<file path="config.mk">
export PLATFORM = sky130hd
export DESIGN_NAME = mips_trace_buffer_flat
export DESIGN_NICKNAME = d
export VERILOG_FILES = /design/src/rtl/mips_trace_buffer_pkg.sv /design/src/rtl/mips_trace_buffer_if.sv /design/src/rtl/mips_trace_buffer_ram.sv /design/src/rtl/mips_trace_buffer.sv /design/src/flat_wrapper.sv
export SDC_FILE = /design/constraint.sdc
export NUM_CORES = 1
export LEC_CHECK = 0
export BUFFER_PORTS_ARGS = -buffer_cell sky130_fd_sc_hd__buf_2
export CAP_MARGIN = 15
export CORE_ASPECT_RATIO = 1.4
export CORE_MARGIN = 10
export CORE_UTILIZATION = 30
export CTS_BUF_LIST = sky130_fd_sc_hd__clkbuf_16
export DETAILED_ROUTE_END_ITERATION = 10
export PLACE_DENSITY = 0.42
export SETUP_SLACK_MARGIN = 0.4
export SLEW_MARGIN = 20
export SYNTH_ARGS = -nofsm -noshare
export SYNTH_HDL_FRONTEND = slang
export SYNTH_SLANG_ARGS = --single-unit
export TNS_END_PERCENT = 100
</file>
<file path="constraint.sdc">
create_clock -name clk -period 5.4 [get_ports clk]
set_input_delay 0.27 -clock clk [delete_from_list [all_inputs] [get_ports clk]]
set_output_delay 0.27 -clock clk [all_outputs]
set_load 0.01 [all_outputs]
</file>
<file path="src/rtl/mips_trace_buffer_pkg.sv">
// Shared definitions for the MIPS commit-trace capture block.
// Latency: n/a (constants and helper function only).
// Backpressure: n/a.
package mips_debug_pkg;

  // Capture FSM state encodings
  localparam logic [1:0] IDLE    = 2'd0;
  localparam logic [1:0] ARMED   = 2'd1;
  localparam logic [1:0] CAPTURE = 2'd2;
  localparam logic [1:0] DONE    = 2'd3;

  // rd_kind encodings: {MemWrite, RegWrite}
  localparam logic [1:0] KIND_REG = 2'b01;
  localparam logic [1:0] KIND_MEM = 2'b10;

  // Entry layout, MSB to LSB: {pc, data, reg[4:0], MemWrite, RegWrite}
  function automatic int entry_width(input int pc_w, input int data_w);
    return pc_w + data_w + 5 + 2;
  endfunction

endpackage

</file>
<file path="src/rtl/mips_trace_buffer_if.sv">
// Drain port of the trace buffer: one entry per valid/ready handshake.
// Latency: n/a (wiring only).
// Backpressure: producer holds all rd_* fields while rd_valid & !rd_ready.
interface mips_trace_buffer_if #(
  parameter int PC_W   = 32,
  parameter int DATA_W = 32
);
  logic              rd_valid;
  logic              rd_ready;
  logic [PC_W-1:0]   rd_pc;
  logic [DATA_W-1:0] rd_data;
  logic [4:0]        rd_reg;
  logic [1:0]        rd_kind;

  modport master (output rd_valid, rd_pc, rd_data, rd_reg, rd_kind, input rd_ready);
  modport slave  (input rd_valid, rd_pc, rd_data, rd_reg, rd_kind, output rd_ready);
endinterface

</file>
<file path="src/rtl/mips_trace_buffer_ram.sv">
// Trace entry storage: DEPTH x WIDTH, one synchronous write, one async read.
// Latency: write visible on the read port the cycle after the write edge.
// Backpressure: none; the caller owns all pointer bookkeeping.
module trace_ram #(
  parameter int DEPTH = 16,
  parameter int WIDTH = 71,
  localparam int AW   = $clog2(DEPTH)
) (
  input  logic             clk,
  input  logic             we,
  input  logic [AW-1:0]    waddr,
  input  logic [WIDTH-1:0] wdata,
  input  logic [AW-1:0]    raddr,
  output logic [WIDTH-1:0] rdata
);

  logic [WIDTH-1:0] mem [DEPTH];

  // Store one entry per enabled edge; contents need no reset
  always_ff @(posedge clk) begin
    if (we) mem[waddr] <= wdata;
  end

  assign rdata = mem[raddr];

endmodule

</file>
<file path="src/rtl/mips_trace_buffer.sv">
// Commit-trace capture: rolling pre-trigger history plus POST_DEPTH entries from a PC match.
// Latency: capture registered (visible after the sampling edge); drain read is combinational.
// Backpressure: rd_* held stable while rd_valid & !rd_ready; at most one pop per cycle.
module mips_trace_buffer
  import mips_debug_pkg::*;
#(
  parameter int PC_W       = 32,
  parameter int DATA_W     = 32,
  parameter int DEPTH      = 16,
  parameter int POST_DEPTH = 8,
  localparam int AW        = $clog2(DEPTH),
  localparam int CW        = AW + 1
) (
  input  logic              clk,
  input  logic              reset,
  input  logic              arm,
  input  logic [PC_W-1:0]   trig_pc,
  input  logic [PC_W-1:0]   pc_out,
  input  logic [DATA_W-1:0] write_data,
  input  logic [4:0]        write_register,
  input  logic              RegWrite,
  input  logic              MemWrite,
  mips_trace_buffer_if.master rd,
  output logic [1:0]        state,
  output logic [CW-1:0]     count,
  output logic              overflow
);

  localparam int EW = entry_width(PC_W, DATA_W);

  logic [1:0]    state_nx;
  logic [AW-1:0] rptr;
  logic [AW-1:0] wptr;
  logic [CW-1:0] post_cnt;
  logic [EW-1:0] wdata;
  logic [EW-1:0] rdata;
  logic          event_hit;
  logic          trig_hit;
  logic          full;
  logic          cap_en;
  logic          pop;

  assign event_hit = RegWrite | MemWrite;
  assign trig_hit  = (pc_out == trig_pc);
  assign full      = (count == CW'(DEPTH));
  // Write pointer is implied by read pointer + occupancy; when full it lands on the oldest entry
  assign wptr      = rptr + count[AW-1:0];
  // arm wins over any capture or pop in the same cycle
  assign cap_en    = event_hit && !arm && (state == ARMED || state == CAPTURE);
  assign pop       = (state == DONE) && (count != '0) && rd.rd_ready && !arm;
  assign wdata     = {pc_out, write_data, write_register, MemWrite, RegWrite};

  trace_ram #(.DEPTH(DEPTH), .WIDTH(EW)) u_ram (
    .clk   (clk),
    .we    (cap_en),
    .waddr (wptr),
    .wdata (wdata),
    .raddr (rptr),
    .rdata (rdata)
  );

  // State register
  always_ff @(posedge clk) begin
    if (reset) state <= IDLE;
    else       state <= state_nx;
  end

  // Next-state: arm restarts from any state; trigger may jump straight to DONE when POST_DEPTH=1
  always_comb begin
    state_nx = state;
    if (arm) begin
      state_nx = ARMED;
    end else begin
      case (state)
        ARMED: begin
          if (trig_hit) begin
            if (event_hit && POST_DEPTH == 1) state_nx = DONE;
            else                              state_nx = CAPTURE;
          end
        end
        CAPTURE: begin
          if (event_hit && post_cnt == CW'(1)) state_nx = DONE;
        end
        DONE: begin
          if (pop && count == CW'(1)) state_nx = IDLE;
        end
        default: state_nx = state;
      endcase
    end
  end

  // Drain port outputs: entry at the read pointer, valid only while draining
  always_comb begin
    rd.rd_valid = (state == DONE) && (count != '0);
    rd.rd_pc    = rdata[7+DATA_W +: PC_W];
    rd.rd_data  = rdata[7 +: DATA_W];
    rd.rd_reg   = rdata[2 +: 5];
    rd.rd_kind  = rdata[1:0];
  end

  // Pointers, occupancy, sticky overflow and post-trigger countdown
  always_ff @(posedge clk) begin
    if (reset || arm) begin
      rptr     <= '0;
      count    <= '0;
      overflow <= 1'b0;
      post_cnt <= '0;
    end else begin
      if (cap_en) begin
        if (full) begin
          rptr     <= rptr + 1'b1;
          overflow <= 1'b1;
        end else begin
          count <= count + 1'b1;
        end
      end else if (pop) begin
        rptr  <= rptr + 1'b1;
        count <= count - 1'b1;
      end
      if (state == ARMED && trig_hit) begin
        post_cnt <= CW'(POST_DEPTH) - CW'(event_hit);
      end else if (state == CAPTURE && event_hit) begin
        post_cnt <= post_cnt - 1'b1;
      end
    end
  end

endmodule

</file>
<file path="src/flat_wrapper.sv">
// flat-port wrapper written by rule: the top's interface ports become plain ports
module mips_trace_buffer_flat import mips_debug_pkg::*;
#(
  parameter int PC_W       = 32,
  parameter int DATA_W     = 32,
  parameter int DEPTH      = 16,
  parameter int POST_DEPTH = 8,
  localparam int AW        = $clog2(DEPTH),
  localparam int CW        = AW + 1
)
  (clk, reset, arm, trig_pc, pc_out, write_data, write_register, RegWrite, MemWrite, state, count, overflow, rd_rd_valid, rd_rd_pc, rd_rd_data, rd_rd_reg, rd_rd_kind, rd_rd_ready);
  mips_trace_buffer_if #(.PC_W(PC_W), .DATA_W(DATA_W)) rd_i ();
  input  logic clk;
  input  logic reset;
  input  logic arm;
  input  logic [PC_W-1:0] trig_pc;
  input  logic [PC_W-1:0] pc_out;
  input  logic [DATA_W-1:0] write_data;
  input  logic [4:0] write_register;
  input  logic RegWrite;
  input  logic MemWrite;
  output logic [1:0] state;
  output logic [CW-1:0] count;
  output logic overflow;
  output wire logic [$bits(rd_i.rd_valid)-1:0] rd_rd_valid;
  output wire logic [$bits(rd_i.rd_pc)-1:0] rd_rd_pc;
  output wire logic [$bits(rd_i.rd_data)-1:0] rd_rd_data;
  output wire logic [$bits(rd_i.rd_reg)-1:0] rd_rd_reg;
  output wire logic [$bits(rd_i.rd_kind)-1:0] rd_rd_kind;
  input wire logic [$bits(rd_i.rd_ready)-1:0] rd_rd_ready;
  assign rd_rd_valid = rd_i.rd_valid;
  assign rd_rd_pc = rd_i.rd_pc;
  assign rd_rd_data = rd_i.rd_data;
  assign rd_rd_reg = rd_i.rd_reg;
  assign rd_rd_kind = rd_i.rd_kind;
  assign rd_i.rd_ready = rd_rd_ready;
  mips_trace_buffer #(.PC_W(PC_W), .DATA_W(DATA_W), .DEPTH(DEPTH), .POST_DEPTH(POST_DEPTH)) u_core (.clk(clk), .reset(reset), .arm(arm), .trig_pc(trig_pc), .pc_out(pc_out), .write_data(write_data), .write_register(write_register), .RegWrite(RegWrite), .MemWrite(MemWrite), .rd(rd_i), .state(state), .count(count), .overflow(overflow));
endmodule
</file>
# ---- After elaboration in Yosys (flattened, before gate mapping)
# Memory sizes are Yosys's and may differ from the RTL's. A register that Yosys moved wholly into a read port is not among the register bits.
# Index checks and enable logic that the tools add are counted.
dict set report totals {
  reg_bits 17
  latch_bits 0
  ram_bits 1136
  rom_bits 0
  input_bits 107
  out_inout_bits 80
  elab_cells 69
  mem_count 1
}
dict set report classes {
  n_addsub 6
  multipliers 0
  div_mod_pow 0
  n_lt_le_gt_ge 0
  eq_ne 15
  shift 0
  n_mux 17
  n_bitwise 1
  n_reduce_logical 23
}
# memory depth word_bits read_ports rd_ports_with_merged_regs write_ports line
set memory_table {}
lappend memory_table {u_core.u_ram.mem 16 71 1 1 1 mips_trace_buffer_ram.sv:17} ;# logic [WIDTH-1:0] mem [DEPTH];
# cell count
set op_table {}
lappend op_table {{$eq A32 B32 Y1} 1}
lappend op_table {{$mux W5} 5}
lappend op_table {{$mux W4} 5}
lappend op_table {{$eq A5 B1 Y1 const B} 2}
lappend op_table {{$sub A5 B1 Y5 const B} 2}
lappend op_table {{$logic_and A1 B1 Y1} 9}
lappend op_table {{$reduce_and A4 Y1} 2}
lappend op_table {{$mux W2} 3}
lappend op_table {{$ne A2 B1 Y1 const B} 3}
lappend op_table {{$ne A3 B2 Y1 const B} 2}
lappend op_table {{$pmux W2 S3} 1}
lappend op_table {{$reduce_and A2 Y1} 3}
lappend op_table {{$add A5 B1 Y5 const B} 1}
lappend op_table {{$eq A5 B5 Y1 const B} 1}
lappend op_table {{$reduce_bool A5 Y1} 1}
lappend op_table {{$sub A4 B1 Y5 const A} 1}
lappend op_table {{$add A4 B1 Y4 const B} 1}
lappend op_table {{$add A4 B4 Y4} 1}
lappend op_table {{$eq A2 B2 Y1 const B} 2}
lappend op_table {{$ne A2 B2 Y1 const B} 2}
lappend op_table {{$reduce_bool A2 Y1} 2}
lappend op_table {{$reduce_bool A4 Y1} 1}
lappend op_table {{$mux W1} 3}
lappend op_table {{$ne A3 B3 Y1 const B} 1}
lappend op_table {{6 further kinds} 7}

# ---- Logic depth before layout (Yosys ltp)
dict set report depth {
  depth_word 8
  depth_mapped 8
}

# ---- Cells and area by module
# Synthesis repeated with hierarchy kept, for this count alone.
dict set report unflattened {
  hier_cells 1933
  hier_area_um2 44013.5
}
# mod n_inst cells_per_inst area_each_um2 seq_area_each_um2
set by_module_without_submodules {}
lappend by_module_without_submodules {trace_ram 1 1755 42490.8 34112.7}
lappend by_module_without_submodules {mips_trace_buffer 1 178 1522.7 340.3}

# ---- Least setup slack after synthesis
# No wires, ideal clock.
dict set report synth_timing {
  kind {register to register}
  startpoint {reg u_core.count[0]}
  endpoint {mem u_core.u_ram.mem[4][0], enable pin}
  setup_time_ns 0.501
  arrival_time_ns 4.710
  slack_ns 0.190
  path_stages_with_launch 5
  n_path_buf 0
  path_cell_list {dfxtp_1 -> ha_1 -> fa_1 -> or4_1 -> nor2_1}
}
dict set report synth_between {
  elab_chain_cells 1
}
# item line
set synth_rtl {}
lappend synth_rtl {{start, declared} mips_trace_buffer.sv:25} ;# output logic [CW-1:0] count,
lappend synth_rtl {{start signal, assigned} mips_trace_buffer.sv:114} ;# count <= count + 1'b1;
lappend synth_rtl {{start signal, assigned} mips_trace_buffer.sv:118} ;# count <= count - 1'b1;
lappend synth_rtl {{$add A4 B4 Y4} mips_trace_buffer.sv:47} ;# assign wptr = rptr + count[AW-1:0];
lappend synth_rtl {{end, declared} mips_trace_buffer_ram.sv:17}
# Every way passes these cells.

==> impl_metrics.yaml <==
run_status:
  status: "completed"
logic_synthesis:
  synth_top_area_cell: "edfxtp_1"
  yosysWarnings: 0
  avgSynthCellArea_um2: 24.8
  synth.distinct_cells: 43
  ys_top_cells_by_count: "1136 x edfxtp_1, 355 x mux4_2, 42 x clkbuf_1"
  synth_edf_count: 1136
  syn_inst: 1787
  synth.ff_latch_count: 1157
  yosysMostFrequentCell: "edfxtp_1"
  syn_nets: 1909
  synth-main-ff-cell: "edfxtp_1"
  ys_seq_area_frac: 0.780
  synthDominantCellAreaShare: 0.770
  synth_area_leaders: "edfxtp_1 77%, mux4_2 18%, dfxtp_1 0.95%"
  ys_async_sr_fraction: 0
  syn_area_um2: 44300
floorplan:
  die_area_um2: 164000
  core-area_um2: 146000
  start_util: 0.302
  die_w_um: 345
  std_cell_rows: 166
  die_h_um: 475
  io_pins: 187
routing:
  viasPerCell: 4.79
  drtPass1Iterations: 5
  drcViolationCount: 0
  detail_route.wirelength_mm: 114
  antenna_left: 0
  num_vias: 19900
  wl_per_cell_um: 27.5
  drt_iter0_markers: 1310
clock_network:
  clock-sinks: 1157
  clk_pin_slew_ps: 60
  h-tree-depth: 3
  post_cts_buffers: 0
  clk_latency_ps: 740
  cts_resized: 0
  cts_made_buffers: 114
  cts_root_buffer: "clkbuf_16"
  clock_path_buffers: 3
  cts_tree: "yes"
hold_path:
  min_delay_path_depth: 4
  worstHoldStart: "arm"
  hold_end: "u_core.post_cnt[1]"
  hold_path.class: "input port to register"
timing:
  fin_crit_sh: 0.678
  maxSlewViolCount: 0
  tns_ps: 0
  setup_violations: 0
  fin_crit_ps: 3660
  fmax_mhz: 273
  slew_headroom: 0.333
  final_hold_viol_count: 0
  skew_ps: 34.2
  tightest_slew_ps: 1000
  rsz0062_at_grt: "no"
setup_path:
  rr_worst_depth: 7
  endpoint_kind: "output pin"
  reg2reg_slack_ps: 1870
  crit_path_cell_trace: "buf_16, buf_4, mux4_2, mux4_2, buf_2"
  slowest_stage: "dfxtp_4"
  reg2reg_from: "u_core.state[0]"
  path_common_cell: "mux4_2"
  startpoint_type: "register"
  critPathKind: "register to output pin"
  slowest_delay_ps: 680
  cp.required_ps: 5130
  reg2reg_to: "u_core.u_ram.mem[3][42]"
  path_max_fanout: 39
  worstPathArrival_ps: 3390
pwr:
  p_total_w: 0.0180
  p_leak_nw: 15.8
  p_per_area_nw_per_um2: 344
  ir_drop_mv: 0.242
grt:
  gr-usage-all-layers: 0.139
  grt_pass1_vias: 22000
  grt_pass1_wl_mm: 164
  grt_start_max_net_pins: 72
  grt_overflow: 0
  antenna_found_initial: 14
layout:
  areaGrowthSynthToFinish_pct: 17.9
  post_route_cells_drive_above_1_share: 0.349
  multi_input_area_um2: 9380
  fin_nets: 2246
  n_fill_cell: 13500
  seq_area_um2: 34500
placement:
  gp_congestion: 0.725
  dp_hpwl_mm: 64.6
  io_buffers: 186
flow_run:
  drv_cap: 0
==> layer usage <==
layer	vias to the layer above	track usage	part of all wire
met5	-	0	0.000096
met4	2	0.0358	0.019
met3	145	0.0237	0.042
met2	446	0.246	0.53
met1	10900	0.175	0.41
li1	8406	-	-
==> flip-flops by register name (all words and copies together), names as in the netlist, named ones only <==
signal,count
u_core.u_ram.mem,1136
u_core.overflow,1
u_core.rptr,4
u_core.post_cnt,5
u_core.count,5
u_core.state,2
==> where the power goes <==
part	switching, W	leakage (nW)	internal [W]
Sequential	0.0000175	10.4	0.00991
Clock	0.00338	1.82	0.00413
Combinational	0.000347	3.62	0.000197
Total	0.00374	15.8	0.0142
==> through the flow <==
step / util / hold WS [ps] / area [um2] / worst slack [ps] / cells
3_3_place_gp: 0.327 / 492 / 47900 / 1610 / 3866
6_report: 0.356 / 138 / 52200 / 1740 / 4154
2_1_floorplan: - / 369 / 44300 / 190 / 1787
5_1_grt: 0.356 / 159 / 52200 / 1550 / 4152
3_5_place_dp: 0.327 / 507 / 47900 / 1860 / 3866
4_1_cts: 0.356 / 49.1 / 52200 / 1280 / 4147
==> critical path: cells and delay by family, from the launching register on <==
kind	cells	cell delay, ps
buf+inv	3	970
mux	2	940
flops	1	680
==> cell usage in the layout (no fill, tap or decap), types with 3 or more instances in the layout <==
cell type,instances
a21oi_1,8
buf_12,21
buf_2,186
buf_4,25
bufinv_16,4
clkbuf_16,118
clkinv_1,27
clkinv_2,26
clkinv_4,3
clkinvlp_4,3
dfxtp_1,17
dfxtp_4,4
diode_2,6
dlygate4sd3_1,73
edfxtp_1,1136
ha_1,14
inv_1,31
mux4_2,355
nand2_1,12
nand3_1,6
nand4_1,6
nor2_1,23
nor2_4,16
nor3_1,3
nor4_1,9
o21ai_0,3
or4_1,4
xnor2_1,9
xor2_1,37
==> worst max-delay path by stage <==
stage,startpoint,endpoint,slack (ps),depth (start not counted)
6_report,register,rd_rd_pc[24],1740,5
5_1_grt,register,rd_rd_pc[27],1550,5
4_1_cts,register,rd_rd_pc[28],1280,4
3_5_place_dp,u_core.state[0],u_core.u_ram.mem[3][47],1860,7
3_3_place_gp,pc_out[20],u_core.state[0],1610,7
2_1_floorplan,u_core.count[0],u_core.u_ram.mem[4][0],190,4
==> timing repair <==
item	CTS	global route
endpoints found under the setup margin	0	0
hold buffers	73	0
endpoints found under the hold margin	1141	0
==> logic make-up after synthesis <==
logic type	Yosys count	share of synthesized area
and+or+nand+nor	94	0.0106
AOI/OAI and AO/OA	26	0.00390
adders and majority gates	15	0.00441
buffers and inverters	93	0.0114
DFF	1157	0.780
muxes	356	0.181
xor gates and xnor gates	46	0.00910
==> layout make-up <==
cell class	instances	share of cell area
diodes	6	0.000288
clock buffers	118	0.0566
clock inverters	90	0.0106
inverters	8	0.000575
multi-input cells	537	0.180
flip-flops and latches	1157	0.662
well taps	1932	0.0463
repair buffers	306	0.0440
Note: power is estimated with default switching activity, not from simulation.
